File: src/rtl/parity_frame_rx.sv
// parity_frame_rx: UART-style frame deserializer feeding an even-parity checker via a valid/ready register
module parity_frame_rx #(
    parameter int DATA_W = 4
) (
    input  logic              clk,
    input  logic              rst,
    input  logic              rx_en,
    input  logic              rx_bit,
    output logic [DATA_W-1:0] data_out,
    output logic              parity_out,
    output logic              out_valid,
    input  logic              out_ready,
    output logic              frame_err,
    output logic              overrun,
    output logic              busy
);
    localparam int CW = $clog2(DATA_W);

    typedef enum logic [1:0] {IDLE, DATA, PARITY, STOP} state_t;

    state_t            state_q, state_d;
    logic [CW-1:0]     cnt_q, cnt_d;
    logic [DATA_W-1:0] shift_q, shift_d;
    logic              par_q, par_d;
    logic [DATA_W-1:0] data_q, data_d;
    logic              parity_q, parity_d;
    logic              valid_q, valid_d;
    logic              ferr_q, ferr_d;
    logic              ovr_q, ovr_d;

    // next-state: receive FSM advances only on strobes; output register is loaded, accepted or overrun
    always_comb begin
        state_d  = state_q;
        cnt_d    = cnt_q;
        shift_d  = shift_q;
        par_d    = par_q;
        data_d   = data_q;
        parity_d = parity_q;
        valid_d  = valid_q && !out_ready;
        ferr_d   = 1'b0;
        ovr_d    = 1'b0;
        if (rx_en) begin
            case (state_q)
                IDLE: begin
                    state_d = rx_bit ? IDLE : DATA;
                    cnt_d   = '0;
                end
                DATA: begin
                    shift_d[cnt_q] = rx_bit;
                    state_d        = (cnt_q == CW'(DATA_W - 1)) ? PARITY : DATA;
                    cnt_d          = (cnt_q == CW'(DATA_W - 1)) ? '0 : cnt_q + CW'(1);
                end
                PARITY: begin
                    par_d   = rx_bit;
                    state_d = STOP;
                end
                default: begin
                    state_d = IDLE;
                    if (!rx_bit) begin
                        ferr_d = 1'b1;
                    end else if (!valid_q || out_ready) begin
                        data_d   = shift_q;
                        parity_d = par_q;
                        valid_d  = 1'b1;
                    end else begin
                        ovr_d = 1'b1;
                    end
                end
            endcase
        end
    end

    // state register with synchronous reset that discards any frame in flight or held
    always_ff @(posedge clk) begin
        if (rst) begin
            state_q  <= IDLE;
            cnt_q    <= '0;
            shift_q  <= '0;
            par_q    <= 1'b0;
            data_q   <= '0;
            parity_q <= 1'b0;
            valid_q  <= 1'b0;
            ferr_q   <= 1'b0;
            ovr_q    <= 1'b0;
        end else begin
            state_q  <= state_d;
            cnt_q    <= cnt_d;
            shift_q  <= shift_d;
            par_q    <= par_d;
            data_q   <= data_d;
            parity_q <= parity_d;
            valid_q  <= valid_d;
            ferr_q   <= ferr_d;
            ovr_q    <= ovr_d;
        end
    end

    assign data_out   = data_q;
    assign parity_out = parity_q;
    assign out_valid  = valid_q;
    assign frame_err  = ferr_q;
    assign overrun    = ovr_q;
    assign busy       = (state_q != IDLE);
endmodule

File: config.mk
export PLATFORM = sky130hd
export DESIGN_NAME = parity_frame_rx
export DESIGN_NICKNAME = d
export VERILOG_FILES = /design/src/rtl/parity_frame_rx.sv
export SDC_FILE = /design/constraint.sdc
export NUM_CORES = 1
export LEC_CHECK = 0
export CORE_MARGIN = 3
export CORE_UTILIZATION = 25
export DETAILED_ROUTE_END_ITERATION = 16
export PLACE_DENSITY = 0.45
export SYNTH_ARGS = -nofsm -noshare
export SYNTH_HDL_FRONTEND = slang
export SYNTH_SLANG_ARGS = --single-unit
File: constraint.sdc
create_clock -name clk -period 1.7 [get_ports clk]
set_input_delay 0.51 -clock clk [delete_from_list [all_inputs] [get_ports clk]]
set_output_delay 0.51 -clock clk [all_outputs]
set_load 0.1 [all_outputs]
Word level (Yosys, flattened, before mapping)
Index checks and enable logic that the tools add are counted.
{"block": "word_totals", "input_bits": 5, "reg_bits": 17, "word_cells": 47}
{"block": "classes", "reduce_logical": 15, "mux": 14, "n_eq_ne": 3, "n_lt_le_gt_ge": 2, "add_sub_neg": 1, "bitwise": 3}
{"cell": "1-bit 2-to-1 mux", "count": 8}
{"cell": "2-bit one-hot mux with 3 select lines", "count": 1}
{"cell": "2-bit AND reduction", "count": 3}
{"cell": "6-bit OR reduction", "count": 1}
{"cell": "5-bit OR reduction", "count": 1}
{"cell": "4-bit bitwise mux", "count": 1}
{"cell": "2-bit == test, second input constant", "count": 2}
{"cell": "2-bit 2-to-1 mux", "count": 2}
{"cell": "2-bit one-hot mux with 2 select lines", "count": 1}
{"cell": "4-bit AND reduction", "count": 1}
{"cell": "2-bit nonzero test", "count": 2}
{"cell": "2-bit by 3-bit < comparator with 1-bit output, second input constant", "count": 1}
{"cell": "1-bit inverter", "count": 3}
{"cell": "3-bit OR reduction", "count": 1}
{"cell": "2-bit by 1-bit adder with 2-bit output, second input constant", "count": 1}
{"cell": "1-bit demux with 2-bit select", "count": 1}
{"cell": "2-bit by 1-bit == test with 1-bit output, second input constant", "count": 1}
{"cell": "2-bit by 1-bit greater-or-equal comparator with 1-bit output, second input constant", "count": 1}
{"cell": "1-bit logical AND", "count": 2}
{"cell": "1-bit logical NOT", "count": 2}
{"cell": "2-bit logical NOT", "count": 1}
{"cell": "1-bit logical OR", "count": 1}

Depth between registers and ports, before layout
Gate-level depths: netlist of run 1.
{"block": "depth", "word_depth": 6, "ltp_mapped": 5, "mapped_depth_nobuf": 5}

Worst setup path after synthesis of run 1
No wires, ideal clock.
{"block": "synth_path", "path_kind": "register to output", "startpoint": "register state_q[1]", "endpoint": "output busy", "t_arrival_ns": 1.317, "required_time_ns": 1.190, "path_buffers": 0, "setup_slack_ns": -0.127, "path_stages_with_launch": 4, "path_cell_list": "dfxtp_1 > inv_1 > ha_1 > inv_1"}
{"block": "synth_via", "elab_chain_cells": 1}
{"element": "start, declared", "line_no": "21", "rtl": "state_t state_q, state_d;"}
{"element": "start signal, assigned", "line_no": "86", "rtl": "state_q <= state_d;"}
{"element": "2-bit nonzero test", "line_no": "103", "rtl": "assign busy = (state_q != IDLE);"}
{"element": "end, declared", "line_no": "15", "rtl": "output logic busy"}
No other way between the ends.

Worst setup path after layout of run 1
{"block": "layout_path", "startpoint": "register state_q[0]", "endpoint": "output busy"}
Same word-level chain as after synthesis.

==> results of run 1 <==
[final timing paths]
check | to | cells past startpoint | slack, ns | startpoint
worst max-delay path | busy | 4 | 0.06 | state_q[0]$_SDFFE_PP0P_
worst min-delay path | par_q$_SDFFE_PP0P_ | 2 | 0.47 | par_q$_SDFFE_PP0P_
worst max register to register | overrun$_SDFF_PP0_ | 5 | 0.33 | state_q[1]$_SDFFE_PP0P_
worst min register to register | par_q$_SDFFE_PP0P_ | 2 | 0.47 | par_q$_SDFFE_PP0P_
[registers in the layout, summed over array words and instances (netlist names)]
signal      count
out_valid       1
par_q           1
data_out        4
frame_err       1
parity_out      1
state_q         2
shift_q         4
overrun         1
cnt_q           2
[Yosys cell counts, types with 2 or more instances]
| cell | instances | area share |
|---|---|---|
| nor2_1 | 6 | 0.026 |
| nand2_1 | 4 | 0.017 |
| a21oi_1 | 3 | 0.017 |
| dfxtp_1 | 17 | 0.39 |
| clkbuf_1 | 2 | 0.0086 |
| mux2i_1 | 9 | 0.10 |
| nand2b_1 | 11 | 0.078 |
| buf_6 | 2 | 0.026 |
| inv_1 | 7 | 0.030 |
| nor3_1 | 2 | 0.011 |
| ha_1 | 10 | 0.14 |
| nand3_1 | 5 | 0.028 |
[metrics by stage]
stage | hold slack [ns] | std cells | setup TNS, ns
2_1_floorplan | 0.437 | 91 | 0
3_3_place_gp | 0.450 | 154 | -0.180
3_5_place_dp | 0.457 | 154 | -0.520
4_1_cts | 0.475 | 158 | 0
5_1_grt | 0.493 | 161 | 0
6_report | 0.472 | 161 | 0
[worst max-delay path: cells and delay by family, from the launching register on]
| kind | cells | cell delay, ns |
|---|---|---|
| DFF | 1 | 0.37 |
| adders and majority gates | 1 | 0.14 |
| buffers and inverters | 3 | 0.33 |
[routing by layer]
layer | GRT usage | share of wire | vias to the layer above
met5 | 0 | 0 | -
met4 | 0.0622 | 0.028 | 0
met3 | 0.0103 | 0.031 | 4
met2 | 0.147 | 0.46 | 10
met1 | 0.107 | 0.48 | 306
li1 | - | - | 356
[area by class of cell]
| cell class | instances | area, um^2 |
|---|---|---|
| clock inverter | 1 | 5.00 |
| timing repair buffer | 27 | 325 |
| sequential | 17 | 344 |
| multi-input combinational | 62 | 487 |
| tap | 44 | 55.1 |
| clock buffer | 3 | 22.5 |
| fill | 343 | 1930 |
| inverter | 7 | 32.5 |
[power groups by stage]
stage	Sequential (mW)	Clock (mW)	Combinational, mW
after floorplan	0.417	0	0.0571
after global placement	0.416	0	0.0960
after detailed placement	0.416	0	0.0964
after CTS	0.408	0.241	0.101
after global routing	0.408	0.256	0.115
final	0.407	0.229	0.105
[placed cells by master, fill, tap and decap left out]
master	instances
clkdlybuf4s50_1	4
a221oi_1	1
clkinvlp_4	1
clkinv_2	1
nor2b_2	1
inv_1	4
nand2b_4	1
nor2_1	6
a31oi_1	1
or3b_1	1
inv_4	1
a21oi_1	3
ha_4	1
mux2i_1	9
o32ai_1	1
nand4_1	1
dfxtp_4	1
nor3_1	2
a22oi_1	1
nor4b_1	1
ha_1	9
inv_2	1
clkbuf_4	3
buf_12	9
buf_4	14
a311oi_1	1
or3_1	1
nand3_1	5
nand2b_1	11
nand2_1	4
nand3_2	1
dfxtp_1	16
[cell families (layout without fill, tap and decap cells)]
group	Yosys count	after routing	share of synthesized area
muxes	9	9	0.103
DFF	17	17	0.387
AOI/OAI and AO/OA	8	8	0.0627
and+or+nand+nor	35	35	0.232
buffers and inverters	12	38	0.0727
adders and majority gates	10	10	0.142
[what timing repair did]
action / CTS / global route
setup endpoints to repair: 1 / 1
buffers inserted: 0 / 3
pin swaps: 0 / 1
resized for setup: 7 / 0
cloned: 0 / 0
==> out/qor.csv, run 1 <==
metric,value,unit
Mapped Area,878,um^2
share of cells above drive strength 1,0.299,
final critical-path required period,1.64,ns
CTS tree,yes,
Setup crit start kind,flop,
initial antenna violation count,0,
via count,676,
Comb pwr share,0.142,
Placement Cell Area,1200,um^2
Layout Utilization,0.397,
ANT cells,0,
sequential share of power,0.550,
Post-Route WL,1670,um
die height,65.3,um
Hold WC Path Type,reg2reg,
Total Power Consumption,740,uW
# hold bufs at CTS,0,
core area,3200,um^2
P_int,541,uW
IO Port Bufs,13,
Wirelength per Cell,10.4,um
Main synth FF type,dfxtp_1,
"Avg Cell Area, Syn",9.65,um^2
WS Path Type,reg2out,
Final Hold Viols,0,
pin count of the biggest net entering global routing,18,
die width,65.3,um
Synth Net Count,106,
CTS sink cnt,17,
Sw Ratio,0.269,
Slowest cell on crit path,dfxtp_4,
leakage power,0.505,nW
GR Util All Layers,0.0889,
total CTS buffers,3,
Worst slew margin,0.838,
Initial Util,0.274,
slowest cell delay on critical path,0.37,ns
Slew Limit Fails,0,
Final Cell Area,1270,um^2
WP data required,1.19,ns
Final Setup Violations,0,
outcome,finished clean,
total grt overflow,0,
dpl ws,-0.0863,ns
pwr dens,582,nW/um^2
Final Net Count,133,
number of distinct library cells after synthesis,25,
first-pass iteration count of the detailed router,4,
Max-Cap Viols,0,
setup slack after layout,0.0623,ns
Crit. End Element,output pin,
first-pass GRT wire length,2930,um
Clock Latency Late Sink,0.30,ns
Antenna Violating Nets Remaining,0,
critical path cell sequence,inv_4 > ha_4 > clkinvlp_4 > buf_12,
sequential share of the synthesized area,0.387,
# DRC,0,
RSZ-0062 raised after global routing,no,
maximum vdd drop,284,uV
vias in the first global route,702,
row count,20,
Die ar.,4260,um^2
Crit Path Max Fanout,4,
worst path arrival time,1.13,ns
Via-to-Cell Ratio,4.20,
Worst Max-Slew Pin Slew,0.239,ns
Longest Clk Path Bufs,2,
period utilization,0.963,
"FF+latch count, synth",17,
Final HPWL DP,1330,um
Fmax,611,MHz
H-tree lvl count,1,
NetSw,199,uW
asr flop ratio synth,0,
layout overhead on the synthesized area,44.7,%
Cells after Synth,91,
YS warnings,0,
Worst Clk Skew,0.00632,ns
"EDFF count, synth",0,
clock-pin transition on the worst setup and hold timing paths,0.11,ns
gpl congestion,0.751,
clock root cell,clkbuf_4,
Clk pwr share,0.309,
Initial DRC Count,5,
Top Ports,14,
Note: power is estimated with default switching activity, not from simulation.
==> inputs of run 2 (changes only) <==
Settings changed: CORE_MARGIN 3 to unset.
Clock period 1.7 ns to 2.1 ns, I/O delays scaled along.
==> out/qor.csv, run 2 (synthesis gave the netlist of run 1 again) <==
metric,value,unit,change
outcome,finished clean,,
Via-to-Cell Ratio,4.22,,+0.44%
core area,3360,um^2,+5.0%
pin count of the biggest net entering global routing,17,,-1
Initial Util,0.261,,-0.0131
Initial DRC Count,12,,+7
hold_sp,par_q$_SDFFE_PP0P_,,
Crit Path Max Fanout,5,,+1
vias in the first global route,630,,-10%
launch point of the worst reg-to-reg path,state_q[1]$_SDFFE_PP0P_,,
Worst Max-Slew Pin Slew,0.340,ns,+0.101 ns
ANT cells,0,,unchanged
Slowest cell on crit path,dfxtp_1,,
Top Family by Delay on Critical Path,flip-flops,,
clock root cell,clkbuf_4,,
leakage power,0.455,nW,-9.9%
die height,61.3,um,-6.1%
CTS sink cnt,17,,unchanged
# DRC,0,,unchanged
IO Port Bufs,13,,unchanged
# hold bufs at CTS,0,,unchanged
most frequent cells in the layout,"dfxtp_1 (16), nand2b_1 (11), ha_1 (10), mux2i_1 (9), buf_12 (9)",,
first-pass iteration count of the detailed router,4,,unchanged
row count,21,,+5.0%
clock-pin transition on the worst setup and hold timing paths,0.10,ns,about the same
maximum vdd drop,194,uV,-32%
Top Ports,14,,unchanged
Antenna Violating Nets Remaining,0,,unchanged
Crit. End Element,output pin,,
Final HPWL DP,1250,um,-6.1%
Die ar.,3750,um^2,-12%
RSZ-0062 raised after global routing,no,,
Longest Clk Path Bufs,2,,unchanged
Slew Limit Fails,0,,unchanged
initial antenna violation count,0,,unchanged
worst setup path start,state_q[0]$_SDFFE_PP0P_,,
layout overhead on the synthesized area,33.0,%,
Post-CTS Setup Repair Bufs,0,,unchanged
post_cts resized,0,,-7
WP data required,1.47,ns,+0.28 ns
period utilization,0.942,,
worst path arrival time,1.35,ns,+0.22 ns
total grt overflow,0,,unchanged
Wirelength per Cell,10.7,um,+3.3%
Max-Cap Viols,0,,unchanged
"commonest non-fill, non-tap cell in the layout",dfxtp_1,,
dpl ws,0.143,ns,+0.229 ns
H-tree lvl count,1,,unchanged
"most used cell, CP",inv_1,,
share of cells above drive strength 1,0.179,,-0.120
Hold WC Path Type,reg2reg,,
Worst slew margin,0.772,,-0.0663
slowest cell delay on critical path,0.42,ns,+0.05 ns
die width,61.3,um,-6.1%
Final Net Count,122,,-8.3%
Final Setup Violations,0,,unchanged
GR Util All Layers,0.101,,+0.0125
Worst Clk Skew,0.00250,ns,-0.00382 ns
Clock Latency Late Sink,0.29,ns,about the same
Final Hold Viols,0,,unchanged
pwr dens,495,nW/um^2,-15%
setup slack after layout,0.122,ns,+0.0597 ns
first-pass GRT wire length,2750,um,-6.3%
via count,641,,-5.2%
CTS tree,yes,,
Setup TNS,0,ns,unchanged
total CTS buffers,3,,unchanged
Fmax,506,MHz,
gpl congestion,0.760,,+1.2%
Buf/Inv on CP,3,,unchanged
critical path cell sequence,inv_1 > ha_1 > inv_1 > buf_12,,
Post-Route WL,1630,um,-2.5%
Setup crit start kind,flop,,
WS Path Type,reg2out,,
final critical-path required period,1.98,ns,
run 2: changes by cell type in the layout (fill, tap and decap cells not counted):
cell | before | now
buf_4 | 14 | 3
clkbuf_1 | 0 | 1
clkinv_2 | 1 | 0
clkinvlp_4 | 1 | 0
dfxtp_2 | 0 | 1
dfxtp_4 | 1 | 0
ha_1 | 9 | 10
ha_4 | 1 | 0
inv_1 | 4 | 7
inv_2 | 1 | 0
inv_4 | 1 | 0
run 2: path summary, 6_finish.rpt:
path | endpoint | slack [ns] | cells after the start
worst max-delay path | busy | 0.12 | 4
worst min-delay path | par_q$_SDFFE_PP0P_ | 0.47 | 2
worst max register to register | overrun$_SDFF_PP0_ | 0.72 | 4
worst min register to register | par_q$_SDFFE_PP0P_ | 0.47 | 2
run 2: per-layer routing:
| metal | track usage | wire length, um |
|---|---|---|
| met1 | 0.128 | 805 |
| met2 | 0.166 | 757 |
| met3 | 0.0189 | 42 |
| met4 | 0.0487 | 25 |
| met5 | 0 | 0 |
run 2: area by class of cell:
class	instances	area, um^2
well taps	46	57.6
inverters	7	26.3
flip-flops and latches	17	342
multi-input cells	62	474
clock buffers	4	26.3
repair buffers	16	243
fillers	360	2190
run 2: worst reg2reg max path: stages (launching register included):
cell     delay, ns
dfxtp_2       0.41
inv_1         0.11
ha_1          0.26
or3_1         0.38
nor3_1        0.14
run 2: where the power goes:
group,switching [mW],internal (mW)
clock,0.103,0.0738
combinational,0.0406,0.0313
sequential,0.00380,0.326
total,0.147,0.431
run 2: stage by stage:
stage               utilization  instances  area (um^2)  power, mW  hold slack, ns
floorplan                     -         91          878      0.383           0.437
global placement          0.339        148         1140      0.408           0.450
detailed placement        0.339        148         1140      0.409           0.454
CTS                       0.347        152         1170      0.586           0.469
global route              0.347        152         1170      0.601           0.520
finish                    0.347        152         1170      0.578           0.466
